File: src/rtl/vga_timing_gen.sv
// Video timing generator: H/V counters, a fetch stage one cycle behind the counters,
// and a LEAD-deep display stage carrying position, enable and sync levels.
module vga_timing_gen #(
    parameter int H_ACTIVE = 640,
    parameter int H_FP     = 16,
    parameter int H_SYNC   = 96,
    parameter int H_BP     = 48,
    parameter int V_ACTIVE = 480,
    parameter int V_FP     = 10,
    parameter int V_SYNC   = 2,
    parameter int V_BP     = 33,
    parameter bit H_POL    = 1'b0,
    parameter bit V_POL    = 1'b0,
    parameter int LEAD     = 2,
    parameter int CW       = 11
) (
    input  logic          VGACLK,
    input  logic          RST_IN,
    input  logic          CE,
    output logic [CW-1:0] FETCH_X,
    output logic [CW-1:0] FETCH_Y,
    output logic          FETCH_EN,
    output logic [CW-1:0] POS_X,
    output logic [CW-1:0] POS_Y,
    output logic          DISPLAY_EN,
    output logic          HSYNC,
    output logic          VSYNC,
    output logic          LINE_START,
    output logic          FRAME_START
);
    localparam int H_TOTAL = H_ACTIVE + H_FP + H_SYNC + H_BP;
    localparam int V_TOTAL = V_ACTIVE + V_FP + V_SYNC + V_BP;

    localparam logic [CW-1:0] HC_LAST  = CW'(H_TOTAL - 1);
    localparam logic [CW-1:0] VC_LAST  = CW'(V_TOTAL - 1);
    localparam logic [CW-1:0] H_ACT    = CW'(H_ACTIVE);
    localparam logic [CW-1:0] V_ACT    = CW'(V_ACTIVE);
    localparam logic [CW-1:0] HS_START = CW'(H_ACTIVE + H_FP);
    localparam logic [CW-1:0] HS_END   = CW'(H_ACTIVE + H_FP + H_SYNC);
    localparam logic [CW-1:0] VS_START = CW'(V_ACTIVE + V_FP);
    localparam logic [CW-1:0] VS_END   = CW'(V_ACTIVE + V_FP + V_SYNC);

    logic [CW-1:0] r_hc;
    logic [CW-1:0] r_vc;

    // Stage 0 is the fetch stage, stage LEAD is the display stage.
    logic [CW-1:0] r_x  [0:LEAD];
    logic [CW-1:0] r_y  [0:LEAD];
    logic          r_en [0:LEAD];
    logic          r_hs [0:LEAD];
    logic          r_vs [0:LEAD];

    logic          w_f_en;
    logic          w_f_hs;
    logic          w_f_vs;
    logic [CW-1:0] w_ld_x;
    logic [CW-1:0] w_ld_y;
    logic          w_ld_v;

    always_comb begin
        w_f_en = (r_hc < H_ACT) && (r_vc < V_ACT);
        w_f_hs = ((r_hc >= HS_START) && (r_hc < HS_END)) ? H_POL : ~H_POL;
        w_f_vs = ((r_vc >= VS_START) && (r_vc < VS_END)) ? V_POL : ~V_POL;
    end

    always_ff @(posedge VGACLK) begin
        if (!RST_IN) begin
            r_hc <= '0;
            r_vc <= '0;
        end else if (CE) begin
            if (r_hc == HC_LAST) begin
                r_hc <= '0;
                r_vc <= (r_vc == VC_LAST) ? '0 : r_vc + 1'b1;
            end else begin
                r_hc <= r_hc + 1'b1;
            end
        end
    end

    // Sync levels are stored already polarity-adjusted so HSYNC/VSYNC come straight off flops.
    always_ff @(posedge VGACLK) begin
        if (!RST_IN) begin
            for (int k = 0; k <= LEAD; k++) begin
                r_x[k]  <= '0;
                r_y[k]  <= '0;
                r_en[k] <= 1'b0;
                r_hs[k] <= ~H_POL;
                r_vs[k] <= ~V_POL;
            end
        end else if (CE) begin
            r_x[0]  <= r_hc;
            r_y[0]  <= r_vc;
            r_en[0] <= w_f_en;
            r_hs[0] <= w_f_hs;
            r_vs[0] <= w_f_vs;
            for (int k = 1; k <= LEAD; k++) begin
                r_x[k]  <= r_x[k-1];
                r_y[k]  <= r_y[k-1];
                r_en[k] <= r_en[k-1];
                r_hs[k] <= r_hs[k-1];
                r_vs[k] <= r_vs[k-1];
            end
        end
    end

    // The valid bits keep flushed reset zeros from looking like a (0,0) load.
    generate
        if (LEAD == 0) begin : g_nolead
            assign w_ld_x = r_hc;
            assign w_ld_y = r_vc;
            assign w_ld_v = 1'b1;
        end else begin : g_lead
            logic r_v [0:LEAD-1];
            always_ff @(posedge VGACLK) begin
                if (!RST_IN) begin
                    for (int k = 0; k < LEAD; k++) r_v[k] <= 1'b0;
                end else if (CE) begin
                    r_v[0] <= 1'b1;
                    for (int k = 1; k < LEAD; k++) r_v[k] <= r_v[k-1];
                end
            end
            assign w_ld_x = r_x[LEAD-1];
            assign w_ld_y = r_y[LEAD-1];
            assign w_ld_v = r_v[LEAD-1];
        end
    endgenerate

    always_ff @(posedge VGACLK) begin
        if (!RST_IN) begin
            LINE_START  <= 1'b0;
            FRAME_START <= 1'b0;
        end else begin
            LINE_START  <= CE && w_ld_v && (w_ld_x == '0);
            FRAME_START <= CE && w_ld_v && (w_ld_x == '0) && (w_ld_y == '0);
        end
    end

    assign FETCH_X    = r_x[0];
    assign FETCH_Y    = r_y[0];
    assign FETCH_EN   = r_en[0];
    assign POS_X      = r_x[LEAD];
    assign POS_Y      = r_y[LEAD];
    assign DISPLAY_EN = r_en[LEAD];
    assign HSYNC      = r_hs[LEAD];
    assign VSYNC      = r_vs[LEAD];
endmodule

File: config.mk
export PLATFORM = sky130hd
export DESIGN_NAME = vga_timing_gen
export DESIGN_NICKNAME = d
export VERILOG_FILES = /design/src/rtl/vga_timing_gen.sv
export SDC_FILE = /design/constraint.sdc
export NUM_CORES = 1
export LEC_CHECK = 0
export ABC_AREA = 1
export CAP_MARGIN = 10
export CORE_ASPECT_RATIO = 1.2
export CORE_MARGIN = 1
export CORE_UTILIZATION = 47
export DETAILED_ROUTE_END_ITERATION = 16
export PLACE_DENSITY = 0.72
export SLEW_MARGIN = 0
export SYNTH_ARGS = -nofsm -noshare
export SYNTH_HDL_FRONTEND = slang
export SYNTH_SLANG_ARGS = --single-unit
File: constraint.sdc
create_clock -name VGACLK -period 3.09 [get_ports VGACLK]
set_input_delay 0.7725 -clock VGACLK [delete_from_list [all_inputs] [get_ports VGACLK]]
set_output_delay 0.7725 -clock VGACLK [all_outputs]
set_load 0.005 [all_outputs]
# Word-level counts from Yosys, hierarchy flattened
# Memory sizes are Yosys's and may differ from the RTL's.
# Cells that the tools add are included.
# W data, S select, Z words.
dict set report word_totals {
  input_bits 3
  regBits 24
  mem_bits_rw 77
  mem_count 6
}
# name depth word_bits read_ports rd_ports_with_merged_regs wr line
set mem_list {}
lappend mem_list {r_x 3 11 3 0 3 47} ;# logic [CW-1:0] r_x [0:LEAD];
lappend mem_list {r_y 3 11 3 0 3 48} ;# logic [CW-1:0] r_y [0:LEAD];
lappend mem_list {r_en 3 1 3 0 3 49} ;# logic r_en [0:LEAD];
lappend mem_list {r_hs 3 1 3 0 3 50} ;# logic r_hs [0:LEAD];
lappend mem_list {r_vs 3 1 3 0 3 51} ;# logic r_vs [0:LEAD];
lappend mem_list {g_lead.r_v 2 1 2 0 2 113} ;# logic r_v [0:LEAD-1];
dict set report op_classes {
  eq_ne 2
  mux 25
  addsub 2
  magnitude_cmp 6
  n_bitwise 17
  n_reduce_logical 9
}
# op count
set op_table {}
lappend op_table {{$mux W11} 8}
lappend op_table {{$add A11 B1 Y11 const B} 2}
lappend op_table {{$eq A11 B10 Y1 const B} 2}
lappend op_table {{$logic_not A11 Y1} 2}
lappend op_table {{$lt A11 B10 Y1 const B} 2}
lappend op_table {{$lt A11 B9 Y1 const B} 2}
lappend op_table {{$mux W1} 17}
lappend op_table {{$or A1 B1 Y1} 17}
lappend op_table {{$ge A11 B10 Y1 const B} 1}
lappend op_table {{$ge A11 B9 Y1 const B} 1}
lappend op_table {{$logic_and A1 B1 Y1} 6}
lappend op_table {{$reduce_and A2 Y1} 1}

# Logic depth before layout (Yosys ltp)
# Gate-level depths: netlist (run 1).
dict set report logic_depth {
  depth_word 4
  mapped_depth 9
}

# Least setup slack after synthesis (run 1)
# OpenSTA, ideal clock, no wires.
dict set report synth_timing {
  path_kind {input port to flip-flop}
  startpoint {in CE}
  endpoint {mem g_lead.r_v[0][0] (enable)}
  path_stages 3
  required_ps 2651
  t_arrival_ps 2628
  path_slack_ps 23
  setup_time_ps 439
  n_path_buf 1
  path_cell_list {buf_4 inv_1 nand2_1}
}
# element line
set synth_lines {}
lappend synth_lines {{from (decl)} 19} ;# input logic CE,
lappend synth_lines {{to (decl)} 113}

==> results by group, run 1 <==
Status
  • Status: finished, final reports clean

Timing
  • Slew Limit Fails: 0
  • Worst-Margin Slew: approximately 0.5 ns
  • Slew margin rel.: about two thirds
  • Final Hold Viols: 0
  • FMAX: roughly 460 MHz
  • Final Skew: 0.00798 ns
  • Fin Setup TNS: 0 ns
  • Final period util: a little over 70%
  • Final setup viols: 0
  • RSZ-0062 raised after global routing: false
  • Min Tclk post-route: roughly 2.2 ns

Finish
  • ANT cells: 0
  • Total Nets Final: just over 500
  • Final core utilization: a little under three fifths
  • Share of layout cells above drive strength 1: 7.05%
  • Design area: 5330 um^2
  • P&R area growth vs syn: 13.9%
  • Non-filler cells, final: 634
  • FILL cells: approximately 860

Setup path
  • R2R cell count: 7
  • Worst-path cell with the longest stage delay: clkdlybuf4s50_1
  • WP data arrival: between 2 and 2.5 ns
  • Critical-path cell list: clkdlybuf4s50_1 -> nand2_2 -> inv_1 -> nand3_1 -> nor3_1 -> nand2_1 -> nor2_1
  • CP max stage delay: 0.59 ns
  • Setup crit start kind: primary input
  • R2R Setup Slk: between 1.5 and 2 ns
  • WP buf/inv: 2
  • Setup Crit Path Kind: primary input to flip-flop
  • R2R Path End: r_vc[8]
  • Crit end category: flip-flop
  • Worst Path Max Fanout: 27
  • Worst flop-to-flop path startpoint: r_vc[1]
  • Cell family with most CP delay: buffers and inverters
  • Worst Path Required: roughly 3.4 ns

Synth
  • Ys async rst share: 0%
  • Syn Area/Cell: 9.47 um^2
  • Synthesized net count: 500
  • Cell area after synthesis: about 4700 um^2
  • Yosys cell types: 27
  • Ys Warns: 0
  • Synthesized instance count: between 400 and 500
  • Commonest cells in the netlist: nor2_1 (97), inv_1 (83), edfxtp_1 (77), nand2_1 (77), buf_4 (48)
  • #FFs+latches synth: roughly 100
  • Largest cells by area after synthesis: edfxtp_1 (49%), dfxtp_1 (10%), nor2_1 (7.8%)
  • Synth top area share: around half
  • Seq/Total Area, Yosys: slightly below 60%
  • Post-synth EDFFs: 77
  • Count leader, synth: nor2_1
  • Post-synth top area cell: edfxtp_1
  • Ys flop type: edfxtp_1

Clock network
  • CTS root buffer: clkbuf_16
  • Hold buffers post-CTS: 0
  • Max clock buf depth: 2
  • Post-CTS sizing: 0
  • Post-CTS Setup Repair Bufs: 0
  • Skew-Pair Late Insertion Delay: between 0.3 and 0.4 ns
  • Clk sink count: between 100 and 150
  • H-tree depth: 3
  • CTS Buf Count: 9
  • Worst-path clk slew: 0.06 ns
  • CTS tree: built

Pwr
  • Leakage: 2.10 nW
  • Max VDD drop: roughly 0.25 mV
  • Power Dens Cells: 536 nW/um^2
  • Total Power: 2.85 mW

Placement
  • Cell area after placement: 5020 um^2
  • DPL Wire Length: about 5.3 mm
  • RePlAce Congestion: ~0.87
  • # placed instances: 618
  • PortBufs: between 50 and 60

Global route
  • Largest net degree at the start of global routing: 39
  • Vias in the first global route: ~2,700
  • First-pass GRT wire length: about 13 mm
  • Overall routing resource usage: between 10% and 20%
  • GR Overflow Total: 0
  • Initial antenna violation count: 0

Run
  • Max Cap Viol: 0

Routing
  • Antenna-violating nets left: 0
  • DRC: 0
  • DR pass1 iterations: 4
  • Initial drt markers: roughly 130
  • Avg WL per Cell: 11.8 um
  • Wirelength, routed: 7.48 mm
  • Via density per instance: 4.70
  • Total number of vias: 2,979

Floorplanning
  • Die H: between 100 and 150 um
  • Core area: 9610 um^2
  • Die Area: roughly 10,000 um^2
  • Ports: between 50 and 60
  • Die X: ~93 um
  • # rows: 39
  • Starting Density: between 40% and 50%

Hold path
  • Hold Crit Class: flip-flop to flip-flop
  • Hold path endpoint: r_vc[9]
  • Hold path depth: 2
  • Worst hold start: r_vc[9]
logic make-up after synthesis:
kind of cell / synth area share (%)
simple gates: 21.8
xor+xnor: 1.12
flops: 59.7
fa+ha+maj: 0.802
buf+inv: 15.6
compound gates: 0.963
state kept, by name (all words and copies together) (netlist names):
signal and flops:
FRAME_START 1, r_vs 3, r_y 33, r_en 3
r_hs 3, r_x 33, r_vc 11, LINE_START 1
r_hc 11, g_lead.r_v 2
per-stage QoR:
step	setup slack [ns]	hold WS, ns
6_report	0.910	0.496
5_1_grt	0.712	0.514
4_1_cts	0.879	0.496
3_5_place_dp	0.519	0.488
3_3_place_gp	0.596	0.473
2_1_floorplan	0.0234	0.455
worst max path at each step:
stage	startpoint	end	slack (ns)	depth (start not counted)
after global routing	RST_IN	FRAME_START	0.71	7
after global placement	CE	r_x[0][24]	0.60	5
final	RST_IN	FRAME_START	0.91	7
after floorplan	CE	g_lead.r_v[0][0]	0.02	3
after detailed placement	RST_IN	FRAME_START	0.52	7
after CTS	RST_IN	FRAME_START	0.88	7
cell usage in the layout (no fill, tap or decap), types with 4 or more instances in the layout:
| cell | Yosys | final |
|---|---|---|
| buf_4 | 48 | 6 |
| clkbuf_16 | 0 | 9 |
| clkdlybuf4s50_1 | 0 | 52 |
| dfxtp_1 | 24 | 24 |
| edfxtp_1 | 77 | 77 |
| inv_1 | 83 | 83 |
| nand2_1 | 77 | 75 |
| nand3_1 | 21 | 21 |
| nand4_1 | 12 | 12 |
| nor2_1 | 97 | 97 |
| nor3_1 | 8 | 8 |
| or2_2 | 4 | 4 |
| xor2_1 | 6 | 6 |
where the power goes:
part	switching, mW	internal (mW)	leakage, nW
logic	0.0809	0.0778	0.914
clock network	0.450	0.709	0.148
registers	0.0210	1.52	1.03
layer usage:
layer | share of wire [%] | global-route usage [%] | vias to the layer above | routed length [um]
li1 | - | - | 1529 | -
met3 | 4.1 | 3.57 | 14 | 305
met1 | 44 | 19.7 | 1368 | 3280
met2 | 50 | 25.7 | 68 | 3730
met5 | 0 | 0 | - | 0
met4 | 2.2 | 8.21 | 0 | 168
area by class of cell:
class | instances | area [um^2] | share of cell area (%)
Timing Repair Buffer | 59 | 586 | 11.0
Sequential cell | 101 | 2790 | 52.4
Clock buffer | 12 | 236 | 4.44
Multi-Input combinational cell | 250 | 1160 | 21.8
Tap cell | 123 | 154 | 2.89
Inverter | 85 | 322 | 6.04
Clock inverter | 4 | 72.6 | 1.36
worst register-to-register path, delay by kind of cell (launching register included):
| family | cells | cell delay, ns |
|---|---|---|
| XOR/XNOR | 1 | 0.16 |
| flip-flops | 1 | 0.39 |
| adder cells (fa/ha/maj) | 1 | 0.25 |
| AND/OR/NAND/NOR | 5 | 0.68 |
Power figures use the tool's default switching activity.
==> run 2, diff against run 1 <==
==> constraint.sdc (replaced) <==
create_clock -name VGACLK -period 2 [get_ports VGACLK]
set_input_delay 0.5 -clock VGACLK [delete_from_list [all_inputs] [get_ports VGACLK]]
set_output_delay 0.5 -clock VGACLK [all_outputs]
set_load 0.005 [all_outputs]
==> run 2 against run 1 <==
Non-clock buffer count increased by 2; setup slack got worse by 0.66 ns; largest power group unchanged; combinational power increased by 58%; clock power increased by 34%; critical endpoint is now FETCH_EN.
==> results by group, run 2 (synthesis results as in run 1) <==
Global route
  • First-pass GRT wire length: 12.6 mm (-0.70%)
  • Vias in the first global route: 2,785 (+2.0%)
  • GR Overflow Total: 0 (unchanged)
  • Largest net degree at the start of global routing: 41 (+5.1%)
  • Overall routing resource usage: 15.8% (-0.096 points)
  • Initial antenna violation count: 0 (unchanged)

Finish
  • Area taken by multi-input logic gates: 1160 um^2 (unchanged)
  • Highest-count cells in the layout ignoring fill and taps: nor2_1 (97), inv_1 (83), edfxtp_1 (77)
  • FILL cells: 841 (-2.3%)
  • P&R area growth vs syn: 13.6%
  • Largest registers: r_x: 33 flops, r_y: 33 flops
  • ANT cells: 0 (unchanged)
  • Sequential Area: 2790 um^2 (unchanged)
  • Final core utilization: 55.3% (-0.14 points)
  • Share of layout cells above drive strength 1: 7.99% (+0.95 points)
  • Total Nets Final: 514 (+0.39%)
  • Commonest non-fill, non-tap cell in the layout: nor2_1

Floorplanning
  • Die X: 93.1 um (unchanged)
  • Die Area: 10,400 um^2 (unchanged)
  • Core area: 9610 um^2 (unchanged)
  • Ports: 53 (unchanged)
  • Die H: 111 um (unchanged)
  • Starting Density: 48.7% (unchanged)
  • # rows: 39 (unchanged)

Setup path
  • WP data arrival: 1.25 ns (-1.20 ns)
  • Setup Crit Path Kind: flip-flop to output port
  • R2R Path End: r_vc[8]
  • Worst Path Max Fanout: 2 (-93%)
  • Worst Path Required: 1.50 ns (-1.86 ns)
  • Critical-path cell list: clkdlybuf4s50_1
  • CP max stage delay: 0.52 ns (-0.07 ns)
  • Crit end category: output port
  • Setup crit start kind: flip-flop
  • Critical Path Sink: FETCH_EN
  • Crit path depth: 1 (-6)
  • R2R Setup Slk: 0.44 ns (-1.08 ns)
  • WP buf/inv: 1 (-1)
  • Critical Path Start: r_en[0][0]
  • Worst-path cell with the longest stage delay: clkdlybuf4s50_1
  • Worst flop-to-flop path startpoint: r_vc[1]
  • Cell family with most CP delay: buffers and inverters
  • R2R cell count: 7 (unchanged)

Clock network
  • Worst-path clk slew: 0.07 ns (about the same)
  • Max clock buf depth: 2 (unchanged)
  • Hold buffers post-CTS: 0 (unchanged)
  • Post-CTS Setup Repair Bufs: 0 (unchanged)
  • Skew-Pair Late Insertion Delay: 0.34 ns (about the same)
  • CTS root buffer: clkbuf_16
  • CTS Buf Count: 9 (unchanged)
  • CTS tree: built
  • H-tree depth: 3 (unchanged)
  • Clk sink count: 101 (unchanged)
  • Post-CTS sizing: 0 (unchanged)

Timing
  • Min Tclk post-route: 1.75 ns
  • FMAX: 571 MHz
  • Final Skew: 0.00445 ns (-0.00353 ns)
  • Fin Setup TNS: 0 ns (unchanged)
  • Final Hold Viols: 0 (unchanged)
  • Final period util: a little under 90%
  • Slew Limit Fails: 0 (unchanged)
  • Final setup viols: 0 (unchanged)
  • RSZ-0062 raised after global routing: false
  • Worst-Margin Slew: 0.400 ns (-0.0935 ns)
  • Slew margin rel.: 73.2% (+6.2 points)

Hold path
  • Worst hold start: r_vc[1]
  • Hold Crit Class: flip-flop to flip-flop

Pwr
  • Total net switching power: 0.878 mW (+59%)
  • Sw frac: 21.0% (+1.6 points)
  • Register share of total power: 56.7% (+2.9 points)
  • Leakage: 2.09 nW (-0.25%)
  • Power Dens Cells: 788 nW/um^2 (+47%)
  • Clock share of power: 37.2% (-3.4 points)
  • Cell Int Power: 3.31 mW (+44%)
  • Logic pwr share: 6.0% (+0.4 points)
  • Max VDD drop: 0.401 mV (+57%)

Routing
  • Total number of vias: 2,940 (-1.3%)
  • Wirelength, routed: 7.49 mm (+0.20%)
  • DR pass1 iterations: 4 (unchanged)
  • Via density per instance: 4.62 (-1.6%)
  • DRC: 0 (unchanged)
  • Antenna-violating nets left: 0 (unchanged)
  • Initial drt markers: 114 (-14%)
  • Avg WL per Cell: 11.8 um (-0.11%)

Placement
  • DPL Wire Length: 5.37 mm (+0.40%)
  • RePlAce Congestion: 0.855 (-2.0%)
  • PortBufs: 52 (unchanged)

Run
  • Max Cap Viol: 0 (unchanged)

Status
  • Status: finished, final reports clean
[run 2: stage by stage]
step                power, mW  setup WS, ns  instances  instance area (um^2)  hold slack, ns
finish                   4.18         0.248        636                  5310           0.495
global route             4.33         0.172        636                  5310           0.518
CTS                      4.22         0.218        636                  5310           0.492
detailed placement       2.67        0.0501        620                  5040           0.483
global placement         2.67         0.117        620                  5040           0.478
floorplan                2.59         0.358        494                  4690           0.455
[run 2: tightest hold or removal path, stage by stage, from the launching register on]
cell     delay (ns)
dfxtp_1        0.34
nand2_1        0.07
nand2_1        0.04
[run 2: per-layer routing]
layer / wire (um) / track usage [%]
met1: 3210 / 18.2
met2: 3840 / 27.6
met3: 320 / 4.05
met4: 113 / 6.05
met5: 0 / 0
[run 2: power by group through the flow]
stage               Combinational (mW)  Clock [mW]  Sequential, mW
detailed placement               0.254           0            2.42
global route                     0.278        1.67            2.38
CTS                              0.255        1.59            2.37
floorplan                        0.176           0            2.41
global placement                 0.249           0            2.42
finish                           0.252        1.56            2.37
[run 2: worst min-delay path by stage]
stage / endpoint / slack [ns] / cells after the start
final: r_vc[1] / 0.50 / 2
after global routing: r_vs[0][1] / 0.52 / 1
after CTS: r_vc[1] / 0.49 / 2
after detailed placement: r_vc[1] / 0.48 / 2
after global placement: r_vc[1] / 0.48 / 2
after floorplan: r_vc[1] / 0.45 / 2
[run 2: final cells by class]
class	count	area share, %
well taps	123	2.90
repair buffers	61	11.5
clock inverters	6	0.730
inverters	85	6.05
multi-input cells	250	21.9
flip-flops and latches	101	52.6
clock buffers	10	4.31
==> run 3, diff against run 2 <==
--- a/config.mk
+++ b/config.mk
@@ -10,6 +10,7 @@
 export CORE_ASPECT_RATIO = 1.2
 export CORE_MARGIN = 1
 export CORE_UTILIZATION = 47
+export CTS_CLUSTER_DIAMETER = 30
 export DETAILED_ROUTE_END_ITERATION = 16
 export PLACE_DENSITY = 0.72
 export SLEW_MARGIN = 0
==> results of run 3 <==
No change in the layout: final DEF, timing and power equal those of run 2.
